===== src/rtl/lcd_sequencer.sv =====
// 8080-style parallel LCD bus sequencer: panel reset, ROM-driven init script,
// then one RAMWR plus a frame of streamed pixel bytes per tearing-effect edge.
//
// state      | meaning
// -----------+---------------------------------------------------------------
// RST_ASSERT | panel reset held asserted
// RST_WAIT   | reset released, waiting before the first ROM fetch
// FETCH      | ROM address presented, data arrives next clock
// DECODE     | act on the fetched ROM entry
// WR_L       | write strobe low, data/rs driven
// WR_H       | write strobe high, data/rs held
// DELAY      | script delay entry counting
// WAIT_FM    | idle until a tearing-effect rising edge
// CMD        | launch the RAMWR (0x2C) command byte
// STREAM     | bus idle, ready for the next pixel byte
module lcd_sequencer #(
   parameter int ROM_AW       = 8,
   parameter int WR_LOW       = 2,
   parameter int WR_HIGH      = 2,
   parameter int RESET_CYCLES = 120000,
   parameter int RESET_WAIT   = 600000,
   parameter int DELAY_UNIT   = 12000,
   parameter int FRAME_BYTES  = 153600
) (
   input  logic              i_clk,
   input  logic              i_reset,
   input  logic              i_lcd_fmark,
   output logic [7:0]        o_lcd_data,
   output logic              o_lcd_rs,
   output logic              o_lcd_wr,
   output logic              o_lcd_reset_inverted,
   output logic              o_lcd_cs_inverted,
   output logic [ROM_AW-1:0] o_rom_addr,
   input  logic [9:0]        i_rom_data,
   input  logic [7:0]        i_pix_data,
   input  logic              i_pix_valid,
   output logic              o_pix_ready,
   output logic              o_init_done,
   output logic              o_frame_start,
   output logic              o_overrun
);

   localparam logic [ROM_AW-1:0] ROM_LAST = '1;
   localparam logic [7:0]        RAMWR    = 8'h2C;

   typedef enum logic [3:0] {
      RST_ASSERT, RST_WAIT, FETCH, DECODE, WR_L, WR_H, DELAY, WAIT_FM, CMD, STREAM
   } state_t;

   // Which kind of byte the shared WR_L/WR_H strobe is carrying.
   typedef enum logic [1:0] {CTX_INIT, CTX_CMD, CTX_PIX} ctx_t;

   state_t            state_q, state_d;
   ctx_t              ctx_q, ctx_d;
   logic [31:0]       timer_q, timer_d;
   logic [31:0]       delay_tc_q, delay_tc_d;
   logic [17:0]       pix_cnt_q, pix_cnt_d;
   logic              script_end_q, script_end_d;
   logic [1:0]        fm_sync_q;
   logic              fm_prev_q;
   logic              wr_q, wr_d;
   logic              rs_q, rs_d;
   logic [7:0]        data_q, data_d;
   logic              rst_inv_q, rst_inv_d;
   logic              cs_inv_q, cs_inv_d;
   logic [ROM_AW-1:0] addr_q, addr_d;
   logic              ready_q, ready_d;
   logic              init_done_q, init_done_d;
   logic              frame_start_q, frame_start_d;
   logic              overrun_q, overrun_d;

   logic [31:0]       timer_tc;
   logic              timer_done;
   logic              fm_edge;
   logic              frame_busy;
   logic [1:0]        rom_op;
   logic [7:0]        rom_arg;
   logic              at_last;

   assign rom_op     = i_rom_data[9:8];
   assign rom_arg    = i_rom_data[7:0];
   assign at_last    = (addr_q == ROM_LAST);
   assign fm_edge    = fm_sync_q[1] & ~fm_prev_q;
   assign frame_busy = (state_q == CMD) || (state_q == STREAM) ||
                       (((state_q == WR_L) || (state_q == WR_H)) && (ctx_q != CTX_INIT));
   assign timer_done = (timer_q == timer_tc);

   always_comb begin
      timer_tc = '0;
      unique case (state_q)
         RST_ASSERT: timer_tc = 32'(RESET_CYCLES - 1);
         RST_WAIT:   timer_tc = 32'(RESET_WAIT - 1);
         WR_L:       timer_tc = 32'(WR_LOW - 1);
         WR_H:       timer_tc = 32'(WR_HIGH - 1);
         DELAY:      timer_tc = delay_tc_q;
         default:    timer_tc = '0;
      endcase
   end

   always_comb begin
      state_d       = state_q;
      ctx_d         = ctx_q;
      timer_d       = '0;
      delay_tc_d    = delay_tc_q;
      pix_cnt_d     = pix_cnt_q;
      script_end_d  = script_end_q;
      wr_d          = wr_q;
      rs_d          = rs_q;
      data_d        = data_q;
      rst_inv_d     = rst_inv_q;
      cs_inv_d      = cs_inv_q;
      addr_d        = addr_q;
      ready_d       = ready_q;
      init_done_d   = init_done_q;
      frame_start_d = 1'b0;
      overrun_d     = fm_edge & frame_busy;

      unique case (state_q)
         RST_ASSERT: begin
            if (timer_done) begin
               state_d   = RST_WAIT;
               rst_inv_d = 1'b0;
            end else begin
               timer_d = timer_q + 32'd1;
            end
         end
         RST_WAIT: begin
            if (timer_done) begin
               state_d  = FETCH;
               cs_inv_d = 1'b1;
            end else begin
               timer_d = timer_q + 32'd1;
            end
         end
         FETCH: state_d = DECODE;
         DECODE: begin
            if (rom_op == 2'b11) begin
               state_d     = WAIT_FM;
               init_done_d = 1'b1;
            end else begin
               // The last address is executed but never wrapped past.
               if (at_last) script_end_d = 1'b1;
               else         addr_d       = addr_q + 1'b1;
               if (rom_op[1] == 1'b0) begin
                  state_d = WR_L;
                  ctx_d   = CTX_INIT;
                  data_d  = rom_arg;
                  rs_d    = rom_op[0];
                  wr_d    = 1'b0;
               end else if (rom_arg == 8'd0) begin
                  if (at_last) begin
                     state_d     = WAIT_FM;
                     init_done_d = 1'b1;
                  end else begin
                     state_d = FETCH;
                  end
               end else begin
                  state_d    = DELAY;
                  delay_tc_d = 32'(rom_arg) * 32'(DELAY_UNIT) - 32'd1;
               end
            end
         end
         WR_L: begin
            if (timer_done) begin
               state_d = WR_H;
               wr_d    = 1'b1;
            end else begin
               timer_d = timer_q + 32'd1;
            end
         end
         WR_H: begin
            if (!timer_done) begin
               timer_d = timer_q + 32'd1;
            end else begin
               unique case (ctx_q)
                  CTX_INIT: begin
                     if (script_end_q) begin
                        state_d     = WAIT_FM;
                        init_done_d = 1'b1;
                     end else begin
                        state_d = FETCH;
                     end
                  end
                  CTX_CMD: begin
                     state_d = STREAM;
                     ready_d = 1'b1;
                  end
                  default: begin
                     if (pix_cnt_q == 18'(FRAME_BYTES)) begin
                        state_d   = WAIT_FM;
                        pix_cnt_d = '0;
                        ready_d   = 1'b0;
                     end else begin
                        state_d = STREAM;
                        ready_d = 1'b1;
                     end
                  end
               endcase
            end
         end
         DELAY: begin
            if (timer_done) begin
               if (script_end_q) begin
                  state_d     = WAIT_FM;
                  init_done_d = 1'b1;
               end else begin
                  state_d = FETCH;
               end
            end else begin
               timer_d = timer_q + 32'd1;
            end
         end
         WAIT_FM: begin
            if (fm_edge) state_d = CMD;
         end
         CMD: begin
            state_d       = WR_L;
            ctx_d         = CTX_CMD;
            data_d        = RAMWR;
            rs_d          = 1'b0;
            wr_d          = 1'b0;
            frame_start_d = 1'b1;
         end
         STREAM: begin
            if (i_pix_valid && ready_q) begin
               state_d   = WR_L;
               ctx_d     = CTX_PIX;
               data_d    = i_pix_data;
               rs_d      = 1'b1;
               wr_d      = 1'b0;
               ready_d   = 1'b0;
               pix_cnt_d = pix_cnt_q + 18'd1;
            end
         end
         default: state_d = RST_ASSERT;
      endcase
   end

   always_ff @(posedge i_clk) begin
      if (i_reset) begin
         state_q       <= RST_ASSERT;
         ctx_q         <= CTX_INIT;
         timer_q       <= '0;
         delay_tc_q    <= '0;
         pix_cnt_q     <= '0;
         script_end_q  <= 1'b0;
         fm_sync_q     <= '0;
         fm_prev_q     <= 1'b0;
         wr_q          <= 1'b1;
         rs_q          <= 1'b0;
         data_q        <= '0;
         rst_inv_q     <= 1'b1;
         cs_inv_q      <= 1'b0;
         addr_q        <= '0;
         ready_q       <= 1'b0;
         init_done_q   <= 1'b0;
         frame_start_q <= 1'b0;
         overrun_q     <= 1'b0;
      end else begin
         state_q       <= state_d;
         ctx_q         <= ctx_d;
         timer_q       <= timer_d;
         delay_tc_q    <= delay_tc_d;
         pix_cnt_q     <= pix_cnt_d;
         script_end_q  <= script_end_d;
         fm_sync_q     <= {fm_sync_q[0], i_lcd_fmark};
         fm_prev_q     <= fm_sync_q[1];
         wr_q          <= wr_d;
         rs_q          <= rs_d;
         data_q        <= data_d;
         rst_inv_q     <= rst_inv_d;
         cs_inv_q      <= cs_inv_d;
         addr_q        <= addr_d;
         ready_q       <= ready_d;
         init_done_q   <= init_done_d;
         frame_start_q <= frame_start_d;
         overrun_q     <= overrun_d;
      end
   end

   assign o_lcd_data           = data_q;
   assign o_lcd_rs             = rs_q;
   assign o_lcd_wr             = wr_q;
   assign o_lcd_reset_inverted = rst_inv_q;
   assign o_lcd_cs_inverted    = cs_inv_q;
   assign o_rom_addr           = addr_q;
   assign o_pix_ready          = ready_q;
   assign o_init_done          = init_done_q;
   assign o_frame_start        = frame_start_q;
   assign o_overrun            = overrun_q;

endmodule

===== config.mk =====
export PLATFORM = sky130hd
export DESIGN_NAME = lcd_sequencer
export DESIGN_NICKNAME = d
export VERILOG_FILES = /design/src/rtl/lcd_sequencer.sv
export SDC_FILE = /design/constraint.sdc
export NUM_CORES = 1
export LEC_CHECK = 0
export CORE_MARGIN = 8
export CORE_UTILIZATION = 50
export DETAILED_ROUTE_END_ITERATION = 8
export PLACE_DENSITY_LB_ADDON = 0.3
export SLEW_MARGIN = 20
export SYNTH_ARGS = -nofsm -noshare
export SYNTH_HDL_FRONTEND = slang
export SYNTH_SLANG_ARGS = --single-unit

===== constraint.sdc =====
create_clock -name i_clk -period 7.01 [get_ports i_clk]
set_clock_uncertainty 0.05 [all_clocks]
set_input_delay 1.0515 -clock i_clk [delete_from_list [all_inputs] [get_ports i_clk]]
set_output_delay 1.0515 -clock i_clk [all_outputs]
set_load 0.005 [all_outputs]

# Yosys cells after proc, flatten, opt, wreduce, memory -nomap -nowiden
# Index checks and enable logic that the tools add are counted.
# classes
n_bitwise	7
n_mux	52
n_div	0
addsub	4
magnitude_cmp	0
n_eq_ne	30
multipliers	1
n_reduce_logical	28
n_shift	0
# op_table
operator	n
one-hot mux 32 bit (4 select lines)	1
two-way mux 18 bit	4
two-way mux 4 bit	11
one-hot mux 4 bit (10 select lines)	1
one-hot mux 18 bit (2 select lines)	1
adder 32 x 1 -> 32 bit, second input constant	1
equality test 32 bit	1
two-way mux 8 bit	3
one-hot mux 8 bit (3 select lines)	1
subtractor 22 x 1 -> 23 bit, second input constant	1
!= test 2 bit, second input constant	10
adder 18 x 1 -> 18 bit, second input constant	1
equality test 18 bit, second input constant	1
two-way mux 1 bit	18
multiplier 8 x 9 -> 17 bit, second input constant	1
equality test 4 x 3 -> 1 bit, second input constant	4
AND reduction 7 bit	2
AND reduction 4 bit	3
AND reduction 5 bit	2
!= test 3 bit, second input constant	3
adder 8 x 1 -> 8 bit, second input constant	1
equality test 4 x 2 -> 1 bit, second input constant	2
equality test 4 bit, second input constant	2
equality test 8 bit, second input constant	1
other kinds (26)	46
# totals
latchBits	0
out_inout_bits	24
romBits	0
n_memories	0
input_bits	22
ff_bits	116
ram_bits	0
word_cells	140

# Depth between registers and ports, before layout
# depth
ltp_word	6
ltp_mapped	20
ltp_nobuf	19

# Worst setup path before layout
# No wires, ideal clock.
# synth_path
kind	input -> register
start	input i_rom_data[6]
end	register delay_tc_q[21]
required_time_ns	6.872
t_arrival_ns	5.605
path_stages	18
setup_ns	0.088
path_slack_ns	1.267
path_cell_list	inv_1 fa_1 fa_1 inv_1 fa_1 inv_1 fa_1 inv_1 ha_1 o21ai_0 o21a_1 o31ai_1 a21o_1 a21oi_1 xnor2_1 or4_1 and3_1 nor4_2
# synth_via
elab_chain_len	3
# synth_rtl
element	line	source
start: declaration	34	input logic [9:0] i_rom_data,
parallel branches: the longest is 3 deep, another holds subtractor 22 x 1 -> 23 bit	-	
end signal: assignment	263	delay_tc_q <= delay_tc_d;
end: declaration	56	logic [31:0] delay_tc_q, delay_tc_d;
# Parallel ways; which one is timed is not known.
# A chain may end at the register's enable or synchronous reset.

# Worst setup path in the final report
# layout_path
start	input i_rom_data[5]
end	register delay_tc_q[21]
# Same word-level chain as after synthesis.

==> flow_metrics.env <==
export IMPL_slew_violations=0
export IMPL_period_share_pct=88.7
export IMPL_p_per_area_nw_per_um2=244
export IMPL_clkLatencyLatePin_ns=0.35
export IMPL_maxCapViolCount=0
export IMPL_fp_coreArea_sq_um=13900
export IMPL_die_h_microns=135
export IMPL_io_buffers=45
export IMPL_final_common_cell="nor2_1"
export IMPL_syn_num_nets=951
export IMPL_ff2ff_setup_slack_ns=3.16
export IMPL_gp_congestion=0.890
export IMPL_regToRegEndpoint="timer_q[16]"
export IMPL_fin_nets=970
export IMPL_status="completed"
export IMPL_antenna_found_initial=0
export IMPL_ctsHoldBuffers=0
export IMPL_worstReg2RegStart="state_q[2]"
export IMPL_wl_per_cell_microns=15.0
export IMPL_critical_path_startpoint="i_rom_data[5]"
export IMPL_worstPathMaxFanout=4
export IMPL_end_kind="flop"
export IMPL_placed_cells=1047
export IMPL_syn_area_sq_um=7090
export IMPL_synth_edf_count=0
export IMPL_grt_pass1_vias=5481
export IMPL_ys_flop_type="dfxtp_1"
export IMPL_die_w_microns=135
export IMPL_fmax_mhz=161
export IMPL_leakagePower_nw=2.98
export IMPL_power_switching_uw=684
export IMPL_globalRouteOverflowTotal=0
export IMPL_crit_arrival_ns=6.43
export IMPL_intPower_mw=1.24
export IMPL_via_per_inst=5.58
export IMPL_nFillCells=1318
export IMPL_root_buffer="clkbuf_16"
export IMPL_clkSlewWorstSetupHoldPaths_ns=0.07
export IMPL_cts_setup_buffers=0
export IMPL_grt_max_degree=52
export IMPL_synthArstFlopShare_pct=0
export IMPL_drive_above_1_share_pct=4.20
export IMPL_cts_sinks=103
export IMPL_dieArea_sq_um=18300
export IMPL_slew_limit_headroom_pct=38.4
export IMPL_io_pins=46
export IMPL_ant_nets=0
export IMPL_hold_path_depth=1
export IMPL_ys_types=74
export IMPL_crit_required_ns=7.22
export IMPL_grt_pass1_wl_microns=27100
export IMPL_startpoint_type="input port"
export IMPL_dp_hpwl_microns=12100
export IMPL_synthCells=859
export IMPL_combPwrFrac_pct=41.7
export IMPL_r2r_cells=9
export IMPL_first_iter_violations=277
export IMPL_clkPwrFrac_pct=27.8
export IMPL_synth_seq_area_share_pct=29.1
export IMPL_synth_seq_cells=103
export IMPL_initial_utilization_pct=51.1
export IMPL_report_final_hold_viol_count=0
export IMPL_wirelength_microns=15900
export IMPL_swShare_pct=35.5
export IMPL_finalSetupViolCount=0
export IMPL_final_min_clock_period_ns=6.22
export IMPL_cts_resized=0
export IMPL_drt_pass1_iterations=5
export IMPL_clockBufferDepth=2
export IMPL_finalSetupTns_ns=0
export IMPL_grt_usage_pct=17.8
export IMPL_htree_levels=3
export IMPL_hold_class="reg -> reg"
export IMPL_critPathCapture="delay_tc_q[21]"
export IMPL_area_growth_pct=11.5
export IMPL_finalNonFillerCells=1062
export IMPL_vias=5928
export IMPL_drc=0
export IMPL_antenna_cells=0
export IMPL_worst_pin_slew_ns=0.915
export IMPL_cts_tree="yes"
export IMPL_numCtsBuffers=9
export IMPL_yosysWarnings=0
export IMPL_syn_area_per_cell_sq_um=8.26
export IMPL_fp_row_count=43
export IMPL_vdd_ir_drop_max_v=0.000190
export IMPL_grt_setup_unrepaired="no"
export IMPL_p_seq_share_pct=30.6
export IMPL_utilization_pct=57.0
export IMPL_mostFrequentLayoutCells="nor2_1 (133), dfxtp_1 (103), inv_1 (73)"
export IMPL_critical_path_class="in -> reg"
-- registers in the layout, summed over array words and instances (netlist names), 2 cells and up --
name	flops
o_rom_addr	8
ctx_q	2
pix_cnt_q	18
timer_q	32
o_lcd_data	8
delay_tc_q	19
fm_sync_q	2
state_q	4
-- worst min path at each step --
stage | from | end | slack, ns
final | fm_sync_q[0] | fm_sync_q[1] | 0.39
after global routing | fm_sync_q[0] | fm_sync_q[1] | 0.42
after CTS | fm_sync_q[0] | fm_sync_q[1] | 0.39
after detailed placement | fm_sync_q[0] | fm_sync_q[1] | 0.37
after global placement | fm_sync_q[0] | fm_sync_q[1] | 0.37
after floorplan | fm_sync_q[0] | fm_sync_q[1] | 0.36
-- through the flow --
step,total power [mW],hold WS (ns),area (sq um),setup WS (ns)
floorplan,1.27,0.364,7090,1.27
global route,2.07,0.423,7910,0.461
CTS,1.94,0.389,7910,0.789
finish,1.93,0.387,7910,0.790
global placement,1.40,0.371,7600,0.528
detailed placement,1.41,0.373,7600,0.427
-- power groups by stage --
stage	logic (mW)	clock network (mW)	registers, mW
global route	0.913	0.571	0.589
CTS	0.809	0.543	0.589
detailed placement	0.804	0	0.603
global placement	0.794	0	0.603
finish	0.803	0.535	0.589
floorplan	0.664	0	0.602
-- area by class of cell --
type,instances,area (sq um),share of cell area (%)
Clock inverter,5,82.6,1.04
Timing Repair Buffer,49,475,6.01
Multi-Input combinational cell,642,4560,57.7
Clock buffer,10,229,2.90
Tap cell,180,225,2.85
Sequential cell,103,2060,26.1
Inverter,73,274,3.47
-- synth_stat cells, types with 5 or more instances --
cell type | n | area (sq um)
a211oi_1 | 22 | 165
a21o_1 | 9 | 67.6
a21oi_1 | 38 | 190
a221oi_1 | 5 | 43.8
and3_1 | 10 | 62.6
and4_1 | 5 | 43.8
buf_2 | 9 | 45.0
clkbuf_1 | 25 | 93.8
dfxtp_1 | 103 | 2060
fa_1 | 24 | 480
ha_1 | 46 | 576
inv_1 | 73 | 274
nand2_1 | 48 | 180
nand3_1 | 27 | 135
nand4_1 | 24 | 150
nand4b_1 | 5 | 43.8
nor2_1 | 133 | 499
nor2b_1 | 9 | 56.3
nor3_1 | 17 | 85.1
nor3b_1 | 6 | 45.0
nor4_1 | 8 | 50.1
nor4b_1 | 5 | 43.8
o21ai_0 | 29 | 145
or3_1 | 9 | 56.3
xnor2_1 | 45 | 394
xor2_1 | 36 | 315
-- critical path, stage by stage --
cell             delay, ns
clkdlybuf4s50_1       0.57
inv_1                 0.12
fa_1                  0.56
fa_1                  0.55
inv_1                 0.06
fa_1                  0.52
inv_1                 0.05
fa_1                  0.53
inv_1                 0.04
ha_1                  0.35
o21ai_0               0.13
o21a_1                0.21
o31ai_1               0.36
a21o_1                0.17
a21oi_1               0.07
xnor2_1               0.18
or4_1                 0.50
and3_1                0.21
nor4_2                0.22
-- routing by layer --
metal | vias to the layer above | wire length, microns | global-route usage [%]
met2 | 95 | 7510 | 28.1
met4 | 0 | 369 | 6.54
met1 | 2805 | 7630 | 24.1
met5 | - | 0 | 0
met3 | 19 | 409 | 2.53
li1 | 3009 | - | -
-- cell families after synthesis --
kind of cell / count (synthesis) / synth area share [%]
adders and majority gates: 70 / 14.9
xor gates and xnor gates: 81 / 10.0
DFF: 103 / 29.1
buffers and inverters: 114 / 6.72
muxes: 3 / 0.423
AOI/OAI and AO/OA: 149 / 14.4
and+or+nand+nor: 339 / 24.4
Note: power is estimated with default switching activity, not from simulation.
